[config.mk]
export PLATFORM = sky130hd
export DESIGN_NAME = ram_arbiter_flat
export DESIGN_NICKNAME = d
export VERILOG_FILES = /design/src/rtl/ram_arbiter_if.sv /design/src/rtl/ram_arbiter.sv /design/src/flat_wrapper.sv
export SDC_FILE = /design/constraint.sdc
export NUM_CORES = 1
export LEC_CHECK = 0
export BUFFER_PORTS_ARGS = -buffer_cell sky130_fd_sc_hd__buf_2
export CAP_MARGIN = 10
export CORE_MARGIN = 1
export CORE_UTILIZATION = 45
export CTS_CLUSTER_SIZE = 25
export DETAILED_ROUTE_END_ITERATION = 10
export GPL_TIMING_DRIVEN = 0
export HOLD_SLACK_MARGIN = 0.15
export PLACE_DENSITY_LB_ADDON = 0.1
export SYNTH_ARGS = -nofsm -noshare
export SYNTH_HDL_FRONTEND = slang
export SYNTH_SLANG_ARGS = --single-unit
[constraint.sdc]
create_clock -name clk -period 10.79 [get_ports clk]
set_input_delay 0 -clock clk [delete_from_list [all_inputs] [get_ports clk]]
set_output_delay 0 -clock clk [all_outputs]
set_load 0.02 [all_outputs]
[src/rtl/ram_arbiter_if.sv]
// ram_arbiter_if
//   Bundles every signal of the RAM arbiter apart from clk/rst.
//   The arbiter uses the master modport. It drives the RAM bus, the done
//   pulses, the read data and busy_o.
//   The slave modport is the environment side: the IF/MEM requesters and
//   the RAM itself.
//   rdy_i                          grant enable
//   if_req_i/if_addr_i             IF word fetch request
//   if_data_o/if_done_o            IF result and completion pulse
//   mem_req_i/we/len/addr/wdata    MEM load/store request
//   mem_rdata_o/mem_done_o         MEM load result and completion pulse
//   ram_a_o/ram_wr_o/ram_dout_o    byte-wide RAM command
//   ram_din_i                      RAM read byte (1-cycle latency)
//   busy_o                         transfer in progress
interface ram_arbiter_if;
    logic        rdy_i;
    logic        if_req_i;
    logic [31:0] if_addr_i;
    logic [31:0] if_data_o;
    logic        if_done_o;
    logic        mem_req_i;
    logic        mem_we_i;
    logic [1:0]  mem_len_i;
    logic [31:0] mem_addr_i;
    logic [31:0] mem_wdata_i;
    logic [31:0] mem_rdata_o;
    logic        mem_done_o;
    logic [31:0] ram_a_o;
    logic        ram_wr_o;
    logic [7:0]  ram_dout_o;
    logic [7:0]  ram_din_i;
    logic        busy_o;

    modport master (
        input  rdy_i, if_req_i, if_addr_i, mem_req_i, mem_we_i, mem_len_i,
               mem_addr_i, mem_wdata_i, ram_din_i,
        output if_data_o, if_done_o, mem_rdata_o, mem_done_o, ram_a_o,
               ram_wr_o, ram_dout_o, busy_o
    );

    modport slave (
        output rdy_i, if_req_i, if_addr_i, mem_req_i, mem_we_i, mem_len_i,
               mem_addr_i, mem_wdata_i, ram_din_i,
        input  if_data_o, if_done_o, mem_rdata_o, mem_done_o, ram_a_o,
               ram_wr_o, ram_dout_o, busy_o
    );
endinterface

[src/rtl/ram_arbiter.sv]
// ram_arbiter
//   Owns the byte-wide CPU RAM port. Arbitrates between IF word fetches and
//   MEM loads/stores, with MEM having priority. Each request is split into
//   single-byte RAM accesses in little-endian order. Read bytes are
//   assembled into a 32-bit word, and completion is signalled with a
//   one-cycle done pulse. Every output is registered.
//   clk  clock
//   rst  asynchronous active-high reset; it aborts any transfer without
//        issuing a done pulse
//   bus  ram_arbiter_if.master; all request, response and RAM signals
module ram_arbiter (
    input  logic          clk,
    input  logic          rst,
    ram_arbiter_if.master bus
);

    typedef enum logic [1:0] {IDLE, RD, WR, DONE} state_t;

    state_t      state_q, state_d;
    logic        own_mem_q, own_mem_d;
    logic [31:0] addr_q, addr_d;
    logic [2:0]  n_q, n_d;           // transfer length in bytes: 1, 2 or 4
    logic [2:0]  k_q, k_d;           // index of the byte currently on the RAM bus
    logic [31:0] wdata_q, wdata_d;
    logic [31:0] acc_q, acc_d;       // read bytes assembled so far
    logic [31:0] if_data_q, if_data_d;
    logic [31:0] mem_rdata_q, mem_rdata_d;
    logic        if_done_q, if_done_d;
    logic        mem_done_q, mem_done_d;
    logic [31:0] ram_a_q, ram_a_d;
    logic        ram_wr_q, ram_wr_d;
    logic [7:0]  ram_dout_q, ram_dout_d;
    logic        busy_q, busy_d;
    logic [31:0] word_v;

    function automatic logic [2:0] len_to_n(input logic [1:0] len);
        case (len)
            2'd0:    return 3'd1;
            2'd1:    return 3'd2;
            default: return 3'd4;
        endcase
    endfunction

    function automatic logic [7:0] get_byte(input logic [31:0] w, input logic [1:0] idx);
        return w[{idx, 3'b000} +: 8];
    endfunction

    function automatic logic [31:0] put_byte(input logic [31:0] w, input logic [1:0] idx,
                                             input logic [7:0] b);
        logic [31:0] r;
        r = w;
        r[{idx, 3'b000} +: 8] = b;
        return r;
    endfunction

    always_ff @(posedge clk or posedge rst) begin
        if (rst) begin
            state_q     <= IDLE;
            own_mem_q   <= 1'b0;
            addr_q      <= '0;
            n_q         <= '0;
            k_q         <= '0;
            wdata_q     <= '0;
            acc_q       <= '0;
            if_data_q   <= '0;
            mem_rdata_q <= '0;
            if_done_q   <= 1'b0;
            mem_done_q  <= 1'b0;
            ram_a_q     <= '0;
            ram_wr_q    <= 1'b0;
            ram_dout_q  <= '0;
            busy_q      <= 1'b0;
        end else begin
            state_q     <= state_d;
            own_mem_q   <= own_mem_d;
            addr_q      <= addr_d;
            n_q         <= n_d;
            k_q         <= k_d;
            wdata_q     <= wdata_d;
            acc_q       <= acc_d;
            if_data_q   <= if_data_d;
            mem_rdata_q <= mem_rdata_d;
            if_done_q   <= if_done_d;
            mem_done_q  <= mem_done_d;
            ram_a_q     <= ram_a_d;
            ram_wr_q    <= ram_wr_d;
            ram_dout_q  <= ram_dout_d;
            busy_q      <= busy_d;
        end
    end

    // The next value of every register, registered outputs included, is
    // computed here, so each output is valid in the same cycle as the state
    // it belongs to.
    always_comb begin
        state_d     = state_q;
        own_mem_d   = own_mem_q;
        addr_d      = addr_q;
        n_d         = n_q;
        k_d         = k_q;
        wdata_d     = wdata_q;
        acc_d       = acc_q;
        if_data_d   = if_data_q;
        mem_rdata_d = mem_rdata_q;
        if_done_d   = 1'b0;
        mem_done_d  = 1'b0;
        ram_a_d     = '0;
        ram_wr_d    = 1'b0;
        ram_dout_d  = '0;
        word_v      = acc_q;

        case (state_q)
            IDLE: begin
                if (bus.rdy_i && (bus.mem_req_i || bus.if_req_i)) begin
                    own_mem_d = bus.mem_req_i;
                    k_d       = '0;
                    acc_d     = '0;
                    if (bus.mem_req_i) begin
                        addr_d  = bus.mem_addr_i;
                        n_d     = len_to_n(bus.mem_len_i);
                        wdata_d = bus.mem_wdata_i;
                    end else begin
                        addr_d  = bus.if_addr_i;
                        n_d     = 3'd4;
                        wdata_d = '0;
                    end
                    // Byte 0 goes out together with the state change.
                    ram_a_d = addr_d;
                    if (bus.mem_req_i && bus.mem_we_i) begin
                        state_d    = WR;
                        ram_wr_d   = 1'b1;
                        ram_dout_d = wdata_d[7:0];
                    end else begin
                        state_d = RD;
                    end
                end
            end

            WR: begin
                if (k_q == n_q - 3'd1) begin
                    state_d    = DONE;
                    mem_done_d = 1'b1;
                end else begin
                    k_d        = k_q + 3'd1;
                    ram_a_d    = addr_q + 32'(k_d);
                    ram_wr_d   = 1'b1;
                    ram_dout_d = get_byte(wdata_q, k_d[1:0]);
                end
            end

            RD: begin
                // ram_din_i carries the byte for the address presented in
                // the previous cycle, which is index k_q-1.
                if (k_q != 3'd0) begin
                    word_v = put_byte(acc_q, 2'(k_q - 3'd1), bus.ram_din_i);
                    acc_d  = word_v;
                end
                if (k_q == n_q) begin
                    state_d = DONE;
                    if (own_mem_q) begin
                        mem_done_d  = 1'b1;
                        mem_rdata_d = word_v;
                    end else begin
                        if_done_d = 1'b1;
                        if_data_d = word_v;
                    end
                end else begin
                    k_d = k_q + 3'd1;
                    if (k_d < n_q) begin
                        ram_a_d = addr_q + 32'(k_d);
                    end
                end
            end

            DONE: begin
                state_d = IDLE;
            end

            default: begin
                state_d = IDLE;
            end
        endcase

        busy_d = (state_d != IDLE);
    end

    assign bus.if_data_o   = if_data_q;
    assign bus.if_done_o   = if_done_q;
    assign bus.mem_rdata_o = mem_rdata_q;
    assign bus.mem_done_o  = mem_done_q;
    assign bus.ram_a_o     = ram_a_q;
    assign bus.ram_wr_o    = ram_wr_q;
    assign bus.ram_dout_o  = ram_dout_q;
    assign bus.busy_o      = busy_q;

endmodule

[src/flat_wrapper.sv]
// flat-port wrapper written by rule: the top's interface ports become plain ports
module ram_arbiter_flat 
  (clk, rst, bus_rdy_i, bus_if_req_i, bus_if_addr_i, bus_mem_req_i, bus_mem_we_i, bus_mem_len_i, bus_mem_addr_i, bus_mem_wdata_i, bus_ram_din_i, bus_if_data_o, bus_if_done_o, bus_mem_rdata_o, bus_mem_done_o, bus_ram_a_o, bus_ram_wr_o, bus_ram_dout_o, bus_busy_o);
  ram_arbiter_if bus_i ();
  input  logic clk;
  input  logic rst;
  input wire logic [$bits(bus_i.rdy_i)-1:0] bus_rdy_i;
  input wire logic [$bits(bus_i.if_req_i)-1:0] bus_if_req_i;
  input wire logic [$bits(bus_i.if_addr_i)-1:0] bus_if_addr_i;
  input wire logic [$bits(bus_i.mem_req_i)-1:0] bus_mem_req_i;
  input wire logic [$bits(bus_i.mem_we_i)-1:0] bus_mem_we_i;
  input wire logic [$bits(bus_i.mem_len_i)-1:0] bus_mem_len_i;
  input wire logic [$bits(bus_i.mem_addr_i)-1:0] bus_mem_addr_i;
  input wire logic [$bits(bus_i.mem_wdata_i)-1:0] bus_mem_wdata_i;
  input wire logic [$bits(bus_i.ram_din_i)-1:0] bus_ram_din_i;
  output wire logic [$bits(bus_i.if_data_o)-1:0] bus_if_data_o;
  output wire logic [$bits(bus_i.if_done_o)-1:0] bus_if_done_o;
  output wire logic [$bits(bus_i.mem_rdata_o)-1:0] bus_mem_rdata_o;
  output wire logic [$bits(bus_i.mem_done_o)-1:0] bus_mem_done_o;
  output wire logic [$bits(bus_i.ram_a_o)-1:0] bus_ram_a_o;
  output wire logic [$bits(bus_i.ram_wr_o)-1:0] bus_ram_wr_o;
  output wire logic [$bits(bus_i.ram_dout_o)-1:0] bus_ram_dout_o;
  output wire logic [$bits(bus_i.busy_o)-1:0] bus_busy_o;
  assign bus_i.rdy_i = bus_rdy_i;
  assign bus_i.if_req_i = bus_if_req_i;
  assign bus_i.if_addr_i = bus_if_addr_i;
  assign bus_i.mem_req_i = bus_mem_req_i;
  assign bus_i.mem_we_i = bus_mem_we_i;
  assign bus_i.mem_len_i = bus_mem_len_i;
  assign bus_i.mem_addr_i = bus_mem_addr_i;
  assign bus_i.mem_wdata_i = bus_mem_wdata_i;
  assign bus_i.ram_din_i = bus_ram_din_i;
  assign bus_if_data_o = bus_i.if_data_o;
  assign bus_if_done_o = bus_i.if_done_o;
  assign bus_mem_rdata_o = bus_i.mem_rdata_o;
  assign bus_mem_done_o = bus_i.mem_done_o;
  assign bus_ram_a_o = bus_i.ram_a_o;
  assign bus_ram_wr_o = bus_i.ram_wr_o;
  assign bus_ram_dout_o = bus_i.ram_dout_o;
  assign bus_busy_o = bus_i.busy_o;
  ram_arbiter u_core (.clk(clk), .rst(rst), .bus(bus_i));
endmodule
* Yosys cells after proc, flatten, opt, wreduce, memory -nomap -nowiden *
Index checks and enable logic that the tools add are counted.

operators by class
  $add $sub $neg = 5
  $lt $le $gt $ge = 1
  eq/ne operators = 9
  shift-type cells = 3
  muxes and demuxes = 37
  bitwise gates (word level) = 1
  reduce and logical (&&, ||, !) cells = 14

operator list
  cell                                                   count
  2-to-1 mux 32 bit                                      8
  one-hot mux 32 bit (3 select lines)                    1
  one-hot mux 32 bit (2 select lines)                    1
  adder 32 x 3 -> 32 bit                                 1
  bitwise mux 32 bit                                     1
  variable shift 8 x 7 -> 32 bit (first input constant)  1
  indexed part select 32 x 6 -> 8 bit                    1
  indexed part select 8 x 7 -> 32 bit                    1
  2-to-1 mux 8 bit                                       3
  one-hot mux 8 bit (2 select lines)                     1
  2-to-1 mux 3 bit                                       4
  2-to-1 mux 1 bit                                       9
  one-hot mux 3 bit (3 select lines)                     1
  2-to-1 mux 2 bit                                       4
  one-hot mux 2 bit (4 select lines)                     1
  negator 5 -> 7 bit                                     1
  equality test 3 bit                                    2
  one-hot mux 3 bit (2 select lines)                     1
  AND reduction 3 bit                                    2
  nonzero test 3 bit                                     2
  equality test 2 x 1 -> 1 bit (second input constant)   2
  equality test 2 bit (second input constant)            2
  logical NOT 2 bit                                      2
  inequality test 2 bit (second input constant)          2
  12 further kinds                                       16

storage, ports and cells
  register bits = 213
  output and inout bits = 108
  word-level logic and storage cells = 85

* Logic depth before layout (Yosys ltp) *
  word-level depth = 6
  mapped depth = 11

* Worst setup path after synthesis *
OpenSTA, ideal clock, no wires.

  path kind = register to register
  start point = register u_core.k_q[0]
  end point = register u_core.ram_a_q[31], in the netlist u_core.bus.ram_a_o[31]
  library setup time = 0.140 ns
  arrival time = 2.813 ns
  data required time = 10.650 ns
  path slack = 7.837 ns
  stages on the path, launching flop included = 10
  clock period less this slack = 2.953 ns
  cell sequence = dfrtp_1 -> buf_2 -> inv_1 -> ha_1 -> ha_1 -> a211oi_1 -> nor2_1 -> and3_1 -> a41oi_1 -> a211oi_1

between the ends
  longest elaborated chain between the ends = 5
  elaborated cells on any way between the ends = 9
  classes of those cells = 2 x add/sub; 1 x order compare; 2 x eq/ne; 4 x mux

RTL lines
  what                                                                         RTL line                                                    text
  from (decl)                                                                  ram_arbiter.sv:23                                           logic [2:0] k_q, k_d;
  from (signal assigned)                                                       ram_arbiter.sv:78                                           k_q <= k_d;
  adder 3 x 1 -> 3 bit                                                         ram_arbiter.sv:144, ram_arbiter.sv:168
  adder 32 x 3 -> 32 bit / less-than comparator 3 bit (equally long branches)  ram_arbiter.sv:145, ram_arbiter.sv:170, ram_arbiter.sv:169
  2-to-1 mux 32 bit                                                            ram_arbiter.sv:169                                          if (k_d < n_q) begin
  2-to-1 mux 32 bit                                                            ram_arbiter.sv:158                                          if (k_q == n_q) begin
  one-hot mux 32 bit (3 select lines) *                                        ram_arbiter.sv:112                                          case (state_q)
  net u_core.ram_a_d[31]                                                       ram_arbiter.sv:30                                           logic [31:0] ram_a_q, ram_a_d;
  to (signal assigned)                                                         ram_arbiter.sv:85                                           ram_a_q <= ram_a_d;
  to (decl)                                                                    ram_arbiter.sv:30

Mark *: on every way through the listed nets, which the timed path passes. The rest lies on a longest branch.
A chain may end at the register's enable or synchronous reset.

* Worst setup path in the final report *
Ends and elaborated chain as after synthesis.

==> results.sh <==
export IMPL_drv_slew=0
export IMPL_crit_fanout=10
export IMPL_ys_async_sr_fraction=1.000
export IMPL_grt_pass1_wl_um=42700
export IMPL_finalCritPeriodShare=0.3440
export IMPL_dp_cells=1341
export IMPL_cts_root_buf="clkbuf_16"
export IMPL_synth_common_cells="dfrtp_1, nand2_1, a22o_1, a21oi_1, mux2_2"
export IMPL_crit_path_cell_trace="buf_2 > inv_1 > ha_1 > ha_1 > a211oi_1 > nor2_1 > and3_1 > a41oi_1 > a211oi_1"
export IMPL_initial_core_util=0.4629
export IMPL_power_w=0.003214
export IMPL_multi_input_area_um2=4167
export IMPL_drtPass1Iterations=5
export IMPL_io_pins=220
export IMPL_rows=53
export IMPL_grt_max_degree=84
export IMPL_drc=0
export IMPL_max_slew_worst_pin_slew_ns=0.9529
export IMPL_cts_buffer_depth=3
export IMPL_ant_nets=0
export IMPL_cp_endpoint="u_core.bus.ram_a_o[31]"
export IMPL_seq_area_frac_synth=0.5427
export IMPL_cp_buffers_inverters=2
export IMPL_place_hpwl_um=18170
export IMPL_antenna_found_initial=0
export IMPL_rrSetupSlack_ns=7.08
export IMPL_min_path_type="input port to flip-flop"
export IMPL_p_clk_frac=0.240
export IMPL_post_drt_wl_per_cell_um=17.99
export IMPL_worst_setup_path_end_kind="flip-flop"
export IMPL_critical_path_top_delay_family="adder cells"
export IMPL_crit_start="u_core.k_q[0]"
export IMPL_via_count=8086
export IMPL_reg2reg_to="u_core.bus.ram_a_o[31]"
export IMPL_synthCells=854
export IMPL_die_w_um=149.7
export IMPL_p_seq_frac=0.374
export IMPL_yosysTopAreaCellShare=0.5427
export IMPL_swShare=0.3786
export IMPL_clk_pin_slew_ns=0.06
export IMPL_cp_num_cells=9
export IMPL_grt_pass1_vias=8218
export IMPL_fin_area_um2=13160
export IMPL_clock_skew_ns=0.008036
export IMPL_relSlewSlack=0.3595
export IMPL_cp_start_kind="flip-flop"
export IMPL_ys_seq_elements=213
export IMPL_p_leak_nw=6.464
export IMPL_insertion_delay_ns=0.52
export IMPL_synth_ff_type="dfrtp_1"
export IMPL_drv_cap=0
export IMPL_rsz0062_at_grt="false"
export IMPL_yosysMostFrequentCell="dfrtp_1"
export IMPL_power_density_nw_per_um2=244.3
export IMPL_groute_usage_overall=0.2448
export IMPL_setup_tns_ns=0
export IMPL_max_vdd_ir_drop_v=0.0001165
export IMPL_core_area_um2=21220
export IMPL_nets=1336
export IMPL_die_h_um=149.7
export IMPL_areaGrowthSynthToFinish_pct=33.95
export IMPL_drive_gt1_frac=0.2847
export IMPL_syn_area_um2=9822
export IMPL_numCtsBuffers=24
export IMPL_status="completed"
export IMPL_cts_htree_levels=1
export IMPL_wl_um=26880
export IMPL_worst_path_max_delay_cell="dfrtp_1"
export IMPL_synth_area_per_cell_um2=11.50
export IMPL_grt_overflow=0
export IMPL_cp_data_required_time_ns=11.16
export IMPL_netlist_cell_type_count=58
export IMPL_post_dp_cell_area_um2=11280
export IMPL_stdcell_count=1494
export IMPL_worstRegToRegCells=9
export IMPL_power_frac_comb=0.386
export IMPL_syn_num_nets=984
export IMPL_yosysTopAreaCell="dfrtp_1"
export IMPL_crit_type="flip-flop to flip-flop"
export IMPL_slowest_delay_ns=0.59
export IMPL_cp_arrival_ns=4.08
export IMPL_fmax_ghz=0.2695
export IMPL_timing_rr_start="u_core.k_q[0]"
export IMPL_antennaDiodeCount=0
export IMPL_drt_iter0_drc=408
export IMPL_port_buffers=210
export IMPL_cts_tree="done"
export IMPL_viasPerCell=5.412
export IMPL_cts_sinks=213
export IMPL_switching_power_w=0.001217
export IMPL_nFillCells=1772
export IMPL_internal_power_w=0.001997
export IMPL_hold_viol_final=0
export IMPL_fin_crit_ns=3.711
export IMPL_postCtsSetupBuffers=0
export IMPL_seqCellArea_um2=5330
export IMPL_yosysWarningCount=0
export IMPL_ys_top_cells_by_area="dfrtp_1, a22o_1, mux2_2, nand2_1, a21oi_1"
export IMPL_setup_viol=0
export IMPL_synth_edff_count=0
export IMPL_finalWeightedCongestion=0.8146
export IMPL_dieArea_um2=22420
how the worst min path moves through the flow:
stage	from	to	slack (ns)	cells after the start
global route	bus_mem_wdata_i[15]	u_core.wdata_q[15]	0.23	3
global placement	bus_mem_wdata_i[25]	u_core.wdata_q[25]	0.22	2
CTS	bus_mem_wdata_i[19]	u_core.wdata_q[19]	0.21	3
detailed placement	rst	u_core.bus.if_data_o[13]	0.03	2
finish	bus_mem_wdata_i[20]	u_core.wdata_q[20]	0.24	3
floorplan	bus_mem_len_i[0]	u_core.n_q[0]	0.11	1
layer usage:
metal  wire [um]  up-vias  GRT usage  part of all wire
met4         792        0    0.08131             0.029
met3        1406       51    0.03872             0.052
met2       12970      243     0.4162              0.48
met1       11720     3988     0.3185              0.44
met5           0        -          0                 0
li1            -     3804          -                 -
registers in the layout (all words and copies together) (netlist names):
register and flops:
u_core.bus.if_done_o 1, u_core.bus.ram_dout_o 8, u_core.bus.ram_a_o 32, u_core.own_mem_q 1
u_core.bus.ram_wr_o 1, u_core.k_q 3, u_core.bus.busy_o 1, u_core.addr_q 32
u_core.acc_q 32, u_core.bus.mem_done_o 1, u_core.bus.mem_rdata_o 32, u_core.bus.if_data_o 32
u_core.state_q 2, u_core.wdata_q 32, u_core.n_q 3
timing repair:
item | CTS | global route
hold buffers | 114 | 0
resized for setup | 0 | 0
endpoints found under the hold margin | 281 | 0
layout make-up:
class / instances / share of cell area
Buffer: 56 / 0.02073
Clock buffer: 35 / 0.05421
Clock inverter: 4 / 0.001712
Inverter: 14 / 0.004565
Multi-Input combinational cell: 571 / 0.3167
Sequential cell: 213 / 0.4051
Tap cell: 275 / 0.02615
Timing Repair Buffer: 326 / 0.1708
worst min-delay path, stage by stage:
cell and delay [ns]:
dlygate4sd3_1 0.51, buf_2 0.10, a22o_1 0.11
through the flow:
stage          hold slack (ns)  utilization  setup WS [ns]
4_1_cts                 0.2086       0.6200          7.067
5_1_grt                 0.2258       0.6200          6.806
3_5_place_dp           0.03287       0.5315          7.091
6_report                0.2379       0.6200          7.079
3_3_place_gp            0.2163       0.5286          2.455
2_1_floorplan           0.1102            -          4.967
cells by family (layout without fill, tap and decap cells):
group                      Yosys count  count (layout)  synth area share
and+or+nand+nor                    210             210            0.1070
muxes                               74              74           0.09159
adders and majority gates           18              18           0.02369
DFF                                213             213            0.5427
AOI/OAI and AO/OA                  237             237            0.1718
xor gates and xnor gates            32              32           0.03006
buffers and inverters               70             435           0.03312
power groups by stage:
stage | clock network (W) | logic [W] | registers, W
floorplan | 0 | 0.000754 | 0.00130
global placement | 0 | 0.00118 | 0.00121
detailed placement | 0 | 0.00121 | 0.00121
CTS | 0.000786 | 0.00125 | 0.00120
global route | 0.000818 | 0.00137 | 0.00123
finish | 0.000771 | 0.00124 | 0.00120
cells in the final DEF, fill, tap and decap left out, types with 8 or more instances in the layout:
master and count:
buf_2 224, nand4_1 14, o22ai_2 8, a22oi_1 17, nand2_1 95, clkbuf_16 25
dlygate4sd3_1 114, dfrtp_1 213, buf_1 9, mux4_2 8, a21o_1 9, inv_1 13
mux2i_1 19, clkbuf_1 29, mux2_2 47, a22o_1 76, o21ai_0 42, nand3_1 13
ha_1 17, xor2_1 25, a21oi_1 57, nor2_1 36, and3_1 16
Note: power is estimated with default switching activity, not from simulation.
